`src/rtl/pe_line_drain.sv`:
```
// Snapshot of the 10-PE accumulator line, requantized to int8 (one 48-bit or two
// 24-bit lanes) and streamed out one PE per beat over valid/ready.
module pe_line_drain #(
    parameter int NUM_PE = 10,
    parameter int ACC_W  = 48,
    parameter int IDX_W  = 4
) (
    input  logic                    clk,
    input  logic                    rst,
    input  logic                    split,
    input  logic [5:0]              shift,
    input  logic [NUM_PE*ACC_W-1:0] in_acc,
    input  logic                    cap_valid,
    output logic                    cap_ready,
    output logic                    out_valid,
    input  logic                    out_ready,
    output logic [15:0]             out_data,
    output logic [IDX_W-1:0]        out_idx,
    output logic                    out_last,
    output logic [1:0]              out_sat,
    output logic                    cap_drop
);

    localparam int LANE_W = ACC_W / 2;
    localparam logic [IDX_W-1:0] LAST_IDX = IDX_W'(NUM_PE - 1);
    localparam logic [5:0] MAX_S_FULL  = 6'(ACC_W - 1);
    localparam logic [5:0] MAX_S_SPLIT = 6'(LANE_W - 1);

    typedef enum logic {IDLE, DRAIN} state_t;

    state_t state, state_nxt;

    logic [ACC_W-1:0] in_words [NUM_PE];
    logic [ACC_W-1:0] snap     [NUM_PE];
    logic             snap_split;
    logic [5:0]       snap_shift;
    logic [IDX_W-1:0] nxt_idx;

    // Clamp a wide signed value to int8; result is {saturated, byte}.
    function automatic logic [8:0] sat8(input logic signed [ACC_W:0] v);
        logic [8:0] res;
        if (v > (ACC_W+1)'(127))
            res = {1'b1, 8'h7f};
        else if (v < (ACC_W+1)'(-128))
            res = {1'b1, 8'h80};
        else
            res = {1'b0, v[7:0]};
        return res;
    endfunction

    // Returns {sat[1:0], data[15:0]}; rounding adds happen one bit wider than the lane.
    function automatic logic [17:0] quantize(input logic [ACC_W-1:0] acc,
                                             input logic sp, input logic [5:0] sh);
        logic [5:0]               s;
        logic signed [ACC_W:0]    w, wr;
        logic signed [LANE_W:0]   l0, l1, lr;
        logic [8:0]               q0, q1;
        if (!sp) begin
            s  = (sh > MAX_S_FULL) ? MAX_S_FULL : sh;
            w  = {acc[ACC_W-1], acc};
            wr = (s == '0) ? '0 : ((ACC_W+1)'(1) << (s - 6'd1));
            w  = (w + wr) >>> s;
            q0 = sat8(w);
            q1 = '0;
        end else begin
            s  = (sh > MAX_S_SPLIT) ? MAX_S_SPLIT : sh;
            lr = (s == '0) ? '0 : ((LANE_W+1)'(1) << (s - 6'd1));
            l0 = {acc[LANE_W-1], acc[LANE_W-1:0]};
            l1 = {acc[ACC_W-1], acc[ACC_W-1:LANE_W]};
            l0 = (l0 + lr) >>> s;
            l1 = (l1 + lr) >>> s;
            q0 = sat8({{(ACC_W-LANE_W){l0[LANE_W]}}, l0});
            q1 = sat8({{(ACC_W-LANE_W){l1[LANE_W]}}, l1});
        end
        return {q1[8], q0[8], q1[7:0], q0[7:0]};
    endfunction

    always_comb begin
        for (int unsigned k = 0; k < NUM_PE; k++)
            in_words[k] = in_acc[k*ACC_W +: ACC_W];
    end

    always_ff @(posedge clk or posedge rst) begin
        if (rst) state <= IDLE;
        else     state <= state_nxt;
    end

    always_comb begin
        state_nxt = state;
        case (state)
            IDLE:    if (cap_valid) state_nxt = DRAIN;
            DRAIN:   if (out_ready && out_idx == LAST_IDX) state_nxt = IDLE;
            default: state_nxt = IDLE;
        endcase
    end

    always_comb begin
        cap_ready = (state == IDLE);
        out_valid = (state == DRAIN);
    end

    assign nxt_idx = out_idx + 1'b1;

    always_ff @(posedge clk or posedge rst) begin
        if (rst) begin
            for (int unsigned k = 0; k < NUM_PE; k++) snap[k] <= '0;
            snap_split <= 1'b0;
            snap_shift <= '0;
            out_data   <= '0;
            out_sat    <= '0;
            out_idx    <= '0;
            out_last   <= 1'b0;
            cap_drop   <= 1'b0;
        end else begin
            if (cap_valid && state != IDLE) cap_drop <= 1'b1;
            if (state == IDLE && cap_valid) begin
                // Element 0 is quantized from the live inputs as they are being latched.
                snap       <= in_words;
                snap_split <= split;
                snap_shift <= shift;
                {out_sat, out_data} <= quantize(in_words[0], split, shift);
                out_idx    <= '0;
                out_last   <= (LAST_IDX == '0);
            end else if (state == DRAIN && out_ready && out_idx != LAST_IDX) begin
                {out_sat, out_data} <= quantize(snap[nxt_idx], snap_split, snap_shift);
                out_idx    <= nxt_idx;
                out_last   <= (nxt_idx == LAST_IDX);
            end
        end
    end

endmodule

```
`config.mk`:
```
export PLATFORM = sky130hd
export DESIGN_NAME = pe_line_drain
export DESIGN_NICKNAME = d
export VERILOG_FILES = /design/src/rtl/pe_line_drain.sv
export SDC_FILE = /design/constraint.sdc
export NUM_CORES = 2
export LEC_CHECK = 0
export BUFFER_PORTS_ARGS = -buffer_cell sky130_fd_sc_hd__buf_2
export CAP_MARGIN = 20
export CORE_MARGIN = 5
export CORE_UTILIZATION = 45
export CTS_BUF_LIST = sky130_fd_sc_hd__clkbuf_8
export DETAILED_ROUTE_END_ITERATION = 6
export GPL_TIMING_DRIVEN = 0
export PLACE_DENSITY_LB_ADDON = 0.15
export SYNTH_ARGS = -nofsm -noshare
export SYNTH_HDL_FRONTEND = slang
export SYNTH_SLANG_ARGS = --single-unit
```
`constraint.sdc`:
```
create_clock -name clk -period 19.2 [get_ports clk]
set_clock_uncertainty 0.1 [all_clocks]
set_input_delay 3.84 -clock clk [delete_from_list [all_inputs] [get_ports clk]]
set_output_delay 3.84 -clock clk [all_outputs]
set_load 0.01 [all_outputs]
```
**After elaboration in Yosys (flattened, before gate mapping)**

Cells that the tools add are included.

- Latch bits: 0
- Bits in registers: 512
- ROM bits: 0
- Output and inout port bits: 26
- Memories: 0
- RAM bits: 0

- Div/mod/pow operators: 0
- Reductions and logical operators: 10
- Mux-type cells: 38
- Bitwise operators: 2
- Order comparisons: 17
- Multiply operators: 0
- Shifts and indexed selects: 10
- Add/sub/neg operators: 11
- Equality and inequality tests: 3

Operators with widths:

| kind | number |
|---|---|
| $bmux W48 S4 | 1 |
| $mux W9 | 16 |
| $add A24 B25 Y25 | 4 |
| $gt A25 B8 Y1 const B | 4 |
| $lt A25 B8 Y1 const B | 4 |
| $sshr A25 B6 Y25 | 4 |
| $add A48 B49 Y49 | 2 |
| $gt A49 B8 Y1 const B | 2 |
| $lt A49 B8 Y1 const B | 2 |
| $mux W49 | 2 |
| $shl A1 B6 Y49 const A | 2 |
| $sshr A49 B6 Y49 | 2 |
| $mux W48 | 2 |
| $mux W25 | 2 |
| $shl A1 B6 Y25 const A | 2 |
| $mux W16 | 2 |
| $logic_not A6 Y1 | 4 |
| $mux W6 | 4 |
| $sub A6 B1 Y6 const B | 4 |
| $gt A6 B5 Y1 const B | 2 |
| $gt A6 B6 Y1 const B | 2 |
| $eq A4 B4 Y1 const B | 2 |
| $mux W4 | 2 |
| $ge A5 B5 Y1 const B | 1 |
| 9 further kinds | 17 |

**Depth between registers and ports, before layout**

- Depth in word-level cells: 13
- Depth in mapped cells: 43

**Least setup slack after synthesis**

OpenSTA, ideal clock, no wires.

- Path kind: input-to-reg
- Start point: in shift[4]
- End point: reg out_sat[0]
- Arrival time: 11.183 ns
- Path slack: 7.791 ns
- Stages on the path: 26
- Buffers on the path: 9
- Required time: 18.974 ns
- Setup time: 0.126 ns
- Cells stage by stage: clkbuf_1 clkbuf_1 buf_1 buf_1 a21oi_1 nand2b_1 clkbuf_1 clkbuf_1 clkbuf_1 buf_1 nor3_1 ha_1 clkbuf_1 nand4_1 a2111oi_1 o2111a_1 nor4_1 a311oi_2 a21oi_1 a221o_1 a221o_1 or4_1 nor4_1 a31oi_1 or2_2 a221o_1

- Longest elaborated chain between the ends: 12
- Elaborated cells between the ends (all ways): 26
- Those cells by class: add/sub (4); order compare (6); shift (4); mux (10); reduce/logical (2)

Ends and longest elaborated chain:

| element | RTL line | source |
|---|---|---|
| start: declaration | 11 | `input logic [5:0] shift,` |
| $gt A6 B6 Y1 / $gt A6 B5 Y1 (equally long branches) | 59, 66 |  |
| $mux W6, on equally long branches | 59, 66 |  |
| $sub A6 B1 Y6, on equally long branches | 61, 67 |  |
| $shl A1 B6 Y49 / $shl A1 B6 Y25 (equally long branches) | 61, 67 |  |
| $mux W49 / $mux W25 (equally long branches) | 61, 67 |  |
| $add A48 B49 Y49 / $add A24 B25 Y25 (equally long branches) | 62, 70 |  |
| $sshr A49 B6 Y49 / $sshr A25 B6 Y25 (equally long branches) | 62, 70 |  |
| $lt A49 B8 Y1 / $lt A25 B8 Y1 (equally long branches) | 44 | `else if (v < (ACC_W+1)'(-128))` |
| $mux W9 | 44 |  |
| $mux W9 | 42 | `if (v > (ACC_W+1)'(127))` |
| $mux W9 (*) | 58 | `if (!sp) begin` |
| $mux W2 (*) | 116 | `if (state == IDLE && cap_valid) begin` |
| end signal: assignment | 121 | `{out_sat, out_data} <= quantize(in_words[0], split, shift);` |
| end signal: assignment | 125 | `{out_sat, out_data} <= quantize(snap[nxt_idx], snap_split, snap_shift);` |
| end: declaration | 20 | `output logic [1:0] out_sat,` |

Mark *: on every way between the ends. The rest lies on a longest branch, timed or not.
A chain may end at the register's enable or synchronous reset.

**Worst setup path after layout**

- Start point: reg out_idx[0]
- End point: reg out_data[0]

- Longest elaborated chain between the ends: 13
- Elaborated cells between the ends (all ways): 23
- Those cells by class: add/sub (3); order compare (4); eq/ne (1); shift (2); mux (10); bitwise (1); reduce/logical (2)

Ends and longest elaborated chain:

| element | RTL line | source |
|---|---|---|
| start: declaration | 18 | `output logic [IDX_W-1:0] out_idx,` |
| start signal: assignment | 126 | `out_idx <= nxt_idx;` |
| $add A4 B1 Y4 | 102 | `assign nxt_idx = out_idx + 1'b1;` |
| $not A4 Y5 (implied by the code) | 125 |  |
| $bmux W48 S4 | 125 |  |
| $mux W48 (implied by the code) (2 in a row) | 125 |  |
| $add A48 B49 Y49 / $add A24 B25 Y25 (equally long branches) | 62, 70 |  |
| $sshr A49 B6 Y49 / $sshr A25 B6 Y25 (equally long branches) | 62, 70 |  |
| $lt A49 B8 Y1 / $lt A25 B8 Y1 (equally long branches) | 44 |  |
| $mux W9 | 44 |  |
| $mux W9 | 42 |  |
| $mux W9 | 58 |  |
| $mux W16 | 124 | `end else if (state == DRAIN && out_ready && out_idx != LAST_IDX) begin` |
| $mux W16 | 116 |  |
| end signal: assignment | 121 |  |
| end signal: assignment | 125 |  |
| end: declaration | 17 | `output logic [15:0] out_data,` |

Parallel ways exist; a longest one is shown, timed or not. The select of a mux whose other input is x is not followed.

==> results_dict.tcl <==
set metrics [dict create \
    finalCritPeriodShare_pct 89.4 \
    tritoncts "built" \
    hold_buffers 0 \
    pre_cts_slack_ns 2.99 \
    dr.pass1.iters 7 \
    grt_pass1_wl_um 446000 \
    drc_errors 25 \
    die_area_um2 127000 \
    synth_ff_type "dfrtp_1" \
    post_cts_buffers 0 \
    layout-drive-gt1-share_pct 12.4 \
    clk_latency_ns 0.77 \
    die_h_um 356 \
    layout_min_cycle_time_ns 17.16 \
    hold_slack_ns 0.369 \
    arrival_ns 17.77 \
    placedCellCount 9634 \
    critPathKind "flip-flop to flip-flop" \
    area_growth_pct 12.8 \
    cp_slowest_cell "a2111oi_0" \
    synthCells 7478 \
    ys_async_sr_fraction_pct 100 \
    status "complete, but fails checks" \
    crit_required_ns 19.81 \
    final-setup-viol-count 0 \
    synth_area_um2 54000 \
    final_cells 9811 \
    fin_nets 8769 \
    worst_slack_ns 2.04 \
    ios 517 \
    ant_nets 0 \
    slew_viol_final 0 \
    place_area_um2 58900 \
    initial_core_util_pct 45.2 \
    stdcell_area_um2 60900 \
    dpl.hpwl_um 256000 \
    endpoint_kind "flip-flop" \
    max_stage_delay_ns 0.81 \
    core_area_um2 119000 \
    numCtsBuffers 85 \
    num_vias 68200 \
    gp_congestion 1.12 \
    clk_pin_slew_ns 0.06 \
    die_w_um 356 \
    cts.htree.levels 3 \
    grt_use_total_pct 47.6 \
    rsz0062_at_grt "false" \
    maxCapViolCount 0 \
    peakVddDrop_mv 0.114 \
    p_leak_nw 26.9 \
    cts.sinks 512 \
    antenna_found_initial 17 \
    synth_warnings 0 \
    grt_max_degree 123 \
    power_density_nw_per_um2 227 \
    cp-start-kind "flip-flop" \
    clock.fmax_ghz 0.0583 \
    first_global_vias 63100 \
    postRouteWirelength_um 316000 \
    relSlewSlack_pct 6.37 \
    synth_seq_area_share_pct 23.7 \
    row_count 127 \
    min_path_type "flip-flop to flip-flop" \
    grt_overflow 0 \
    via_per_inst 6.96 \
    ys_ff_latch 512 \
    drt-initial-drc-count 10900 \
    synth_edf_count 0 \
    avgSynthCellArea_um2 7.22 \
    clockBufferDepth 3 \
    root_buffer "clkbuf_8" \
    wl_per_cell_um 32.2 \
    path_max_fanout 10 \
    tightest_slew_ns 1.37 \
    post_cts_resized 0 \
    port_buffers 514 \
    finalHoldViolCount 0 \
    synth.distinct_cells 129 \
    violations "design-rule violations" \
]
[logic make-up (layout without fill, tap and decap cells)]
| logic type | count (synthesis) | count (layout) | share of synthesized area [%] |
|---|---|---|---|
| mux | 344 | 344 | 8.45 |
| buf+inv | 641 | 1346 | 4.78 |
| other cells | 1 | 17 | 0.00694 |
| simple gates | 3513 | 3513 | 28.7 |
| flops | 512 | 512 | 23.7 |
| fa+ha+maj | 164 | 164 | 3.76 |
| xor+xnor | 170 | 170 | 2.80 |
| compound gates | 2133 | 2133 | 27.8 |
[worst paths after layout]
| path | slack, ns | startpoint | to | cells after the start |
|---|---|---|---|---|
| worst max-delay path | 2.04 | out_idx[0]$_DFFE_PP0P_ | out_data[0]$_DFFE_PP0P_ | 40 |
| worst min-delay path | 0.37 | snap[220]$_DFFE_PP0P_ | snap[220]$_DFFE_PP0P_ | 2 |
| worst max register to register | 2.04 | out_idx[0]$_DFFE_PP0P_ | out_data[0]$_DFFE_PP0P_ | 40 |
| worst min register to register | 0.37 | snap[220]$_DFFE_PP0P_ | snap[220]$_DFFE_PP0P_ | 2 |
| max in group asynchronous | 13.97 | rst | snap[369]$_DFFE_PP0P_ | 5 |
| min in group asynchronous | 2.96 | rst | snap[259]$_DFFE_PP0P_ | 2 |
[stage by stage]
step	total power, mW	TNS, ns	utilization (%)
2_1_floorplan	8.12	0	-
3_3_place_gp	11.9	-2375.80	49.1
3_5_place_dp	12.0	0	49.3
4_1_cts	13.1	0	50.8
5_1_grt	14.2	0	51.0
6_report	13.9	0	51.0
[cells in the final DEF, fill, tap and decap left out, drive strengths merged, types with 45 or more instances in the layout]
cell type | Yosys | routed
a31oi | 75 | 75
o21a | 53 | 53
a21oi | 443 | 443
clkbuf | 425 | 533
mux4 | 84 | 84
ha | 147 | 147
o211ai | 133 | 133
nand2b | 45 | 45
and2 | 57 | 57
buf | 116 | 670
mux2i | 204 | 204
a21o | 80 | 80
nor2 | 553 | 553
dfrtp | 512 | 512
inv | 95 | 123
and3 | 50 | 50
nor4 | 58 | 58
nand2 | 2002 | 2002
nand4 | 86 | 86
o221ai | 51 | 51
or2 | 49 | 49
o22ai | 102 | 102
a2111oi | 49 | 49
nor3 | 198 | 198
or3 | 52 | 52
xnor2 | 128 | 128
a211oi | 168 | 168
a221oi | 50 | 50
o21ai | 351 | 351
mux2 | 56 | 56
nand3 | 191 | 191
[synth_stat cells (31+ instances only)]
library cell | number | share of area (%)
a2111oi_0 | 40 | 0.65
a211o_1 | 36 | 0.58
a211oi_1 | 160 | 2.2
a21o_1 | 80 | 1.1
a21oi_1 | 441 | 4.1
a221o_1 | 37 | 0.69
a221oi_1 | 50 | 0.81
a22oi_1 | 34 | 0.47
a31oi_1 | 74 | 0.86
and2_1 | 56 | 0.65
and3_1 | 50 | 0.58
buf_1 | 66 | 0.46
buf_2 | 31 | 0.29
clkbuf_1 | 423 | 2.9
dfrtp_1 | 512 | 24
ha_1 | 147 | 3.4
inv_1 | 89 | 0.62
mux2_2 | 53 | 1.1
mux2i_1 | 204 | 3.8
mux4_2 | 84 | 3.5
nand2_1 | 2001 | 14
nand2b_1 | 45 | 0.52
nand3_1 | 190 | 1.8
nand4_1 | 86 | 1.0
nor2_1 | 549 | 3.8
nor2b_1 | 42 | 0.49
nor3_1 | 193 | 1.8
nor4_1 | 55 | 0.64
o2111ai_1 | 41 | 0.66
o211a_1 | 37 | 0.69
o211ai_1 | 132 | 1.8
o21a_1 | 53 | 0.74
o21ai_0 | 315 | 2.9
o21ai_1 | 36 | 0.33
o221ai_1 | 50 | 0.81
o22ai_1 | 97 | 1.1
o31ai_1 | 39 | 0.54
or2_2 | 41 | 0.47
or3_1 | 52 | 0.60
xnor2_1 | 126 | 2.0
xor2_1 | 41 | 0.66
[power breakdown]
part	total, mW	internal (mW)	leakage [nW]	switching (mW)
sequential	1.92	1.58	6.39	0.344
clock	1.05	0.529	1.00	0.524
combinational	10.9	3.26	19.5	7.62
[flip-flops by register name, summed over array words and instances (netlist names)]
signal and count:
cap_drop 1, out_data 16, out_idx 4, out_last 1, out_sat 2, out_valid 1
snap 480, snap_shift 6, snap_split 1
[final cells by class]
| cell class | count | area (um2) |
|---|---|---|
| buffer | 541 | 2200 |
| tap | 1612 | 2020 |
| sequential | 512 | 12800 |
| timing repair buffer | 559 | 3030 |
| inverter | 100 | 395 |
| fill | 12200 | 58600 |
| clock inverter | 41 | 335 |
| antenna | 11 | 27.5 |
| clock buffer | 105 | 1450 |
| multi-input combinational | 6330 | 38600 |
[worst max-delay path, delay by kind of cell, from the launching register on]
kind	cells	cell delay [ns]
DFF	1	0.46
xor gates and xnor gates	1	0.76
muxes	2	1.19
adders and majority gates	2	1.10
AOI/OAI and AO/OA	11	4.76
and+or+nand+nor	4	0.85
buffers and inverters	20	7.74
[per-layer routing]
metal  wire length, um  global-route usage, %
met5               217                      0
met4             27100                   30.7
met3             42600                   14.7
met2            130000                   69.7
met1            117000                   60.8
(Power assumes the default switching activity.)
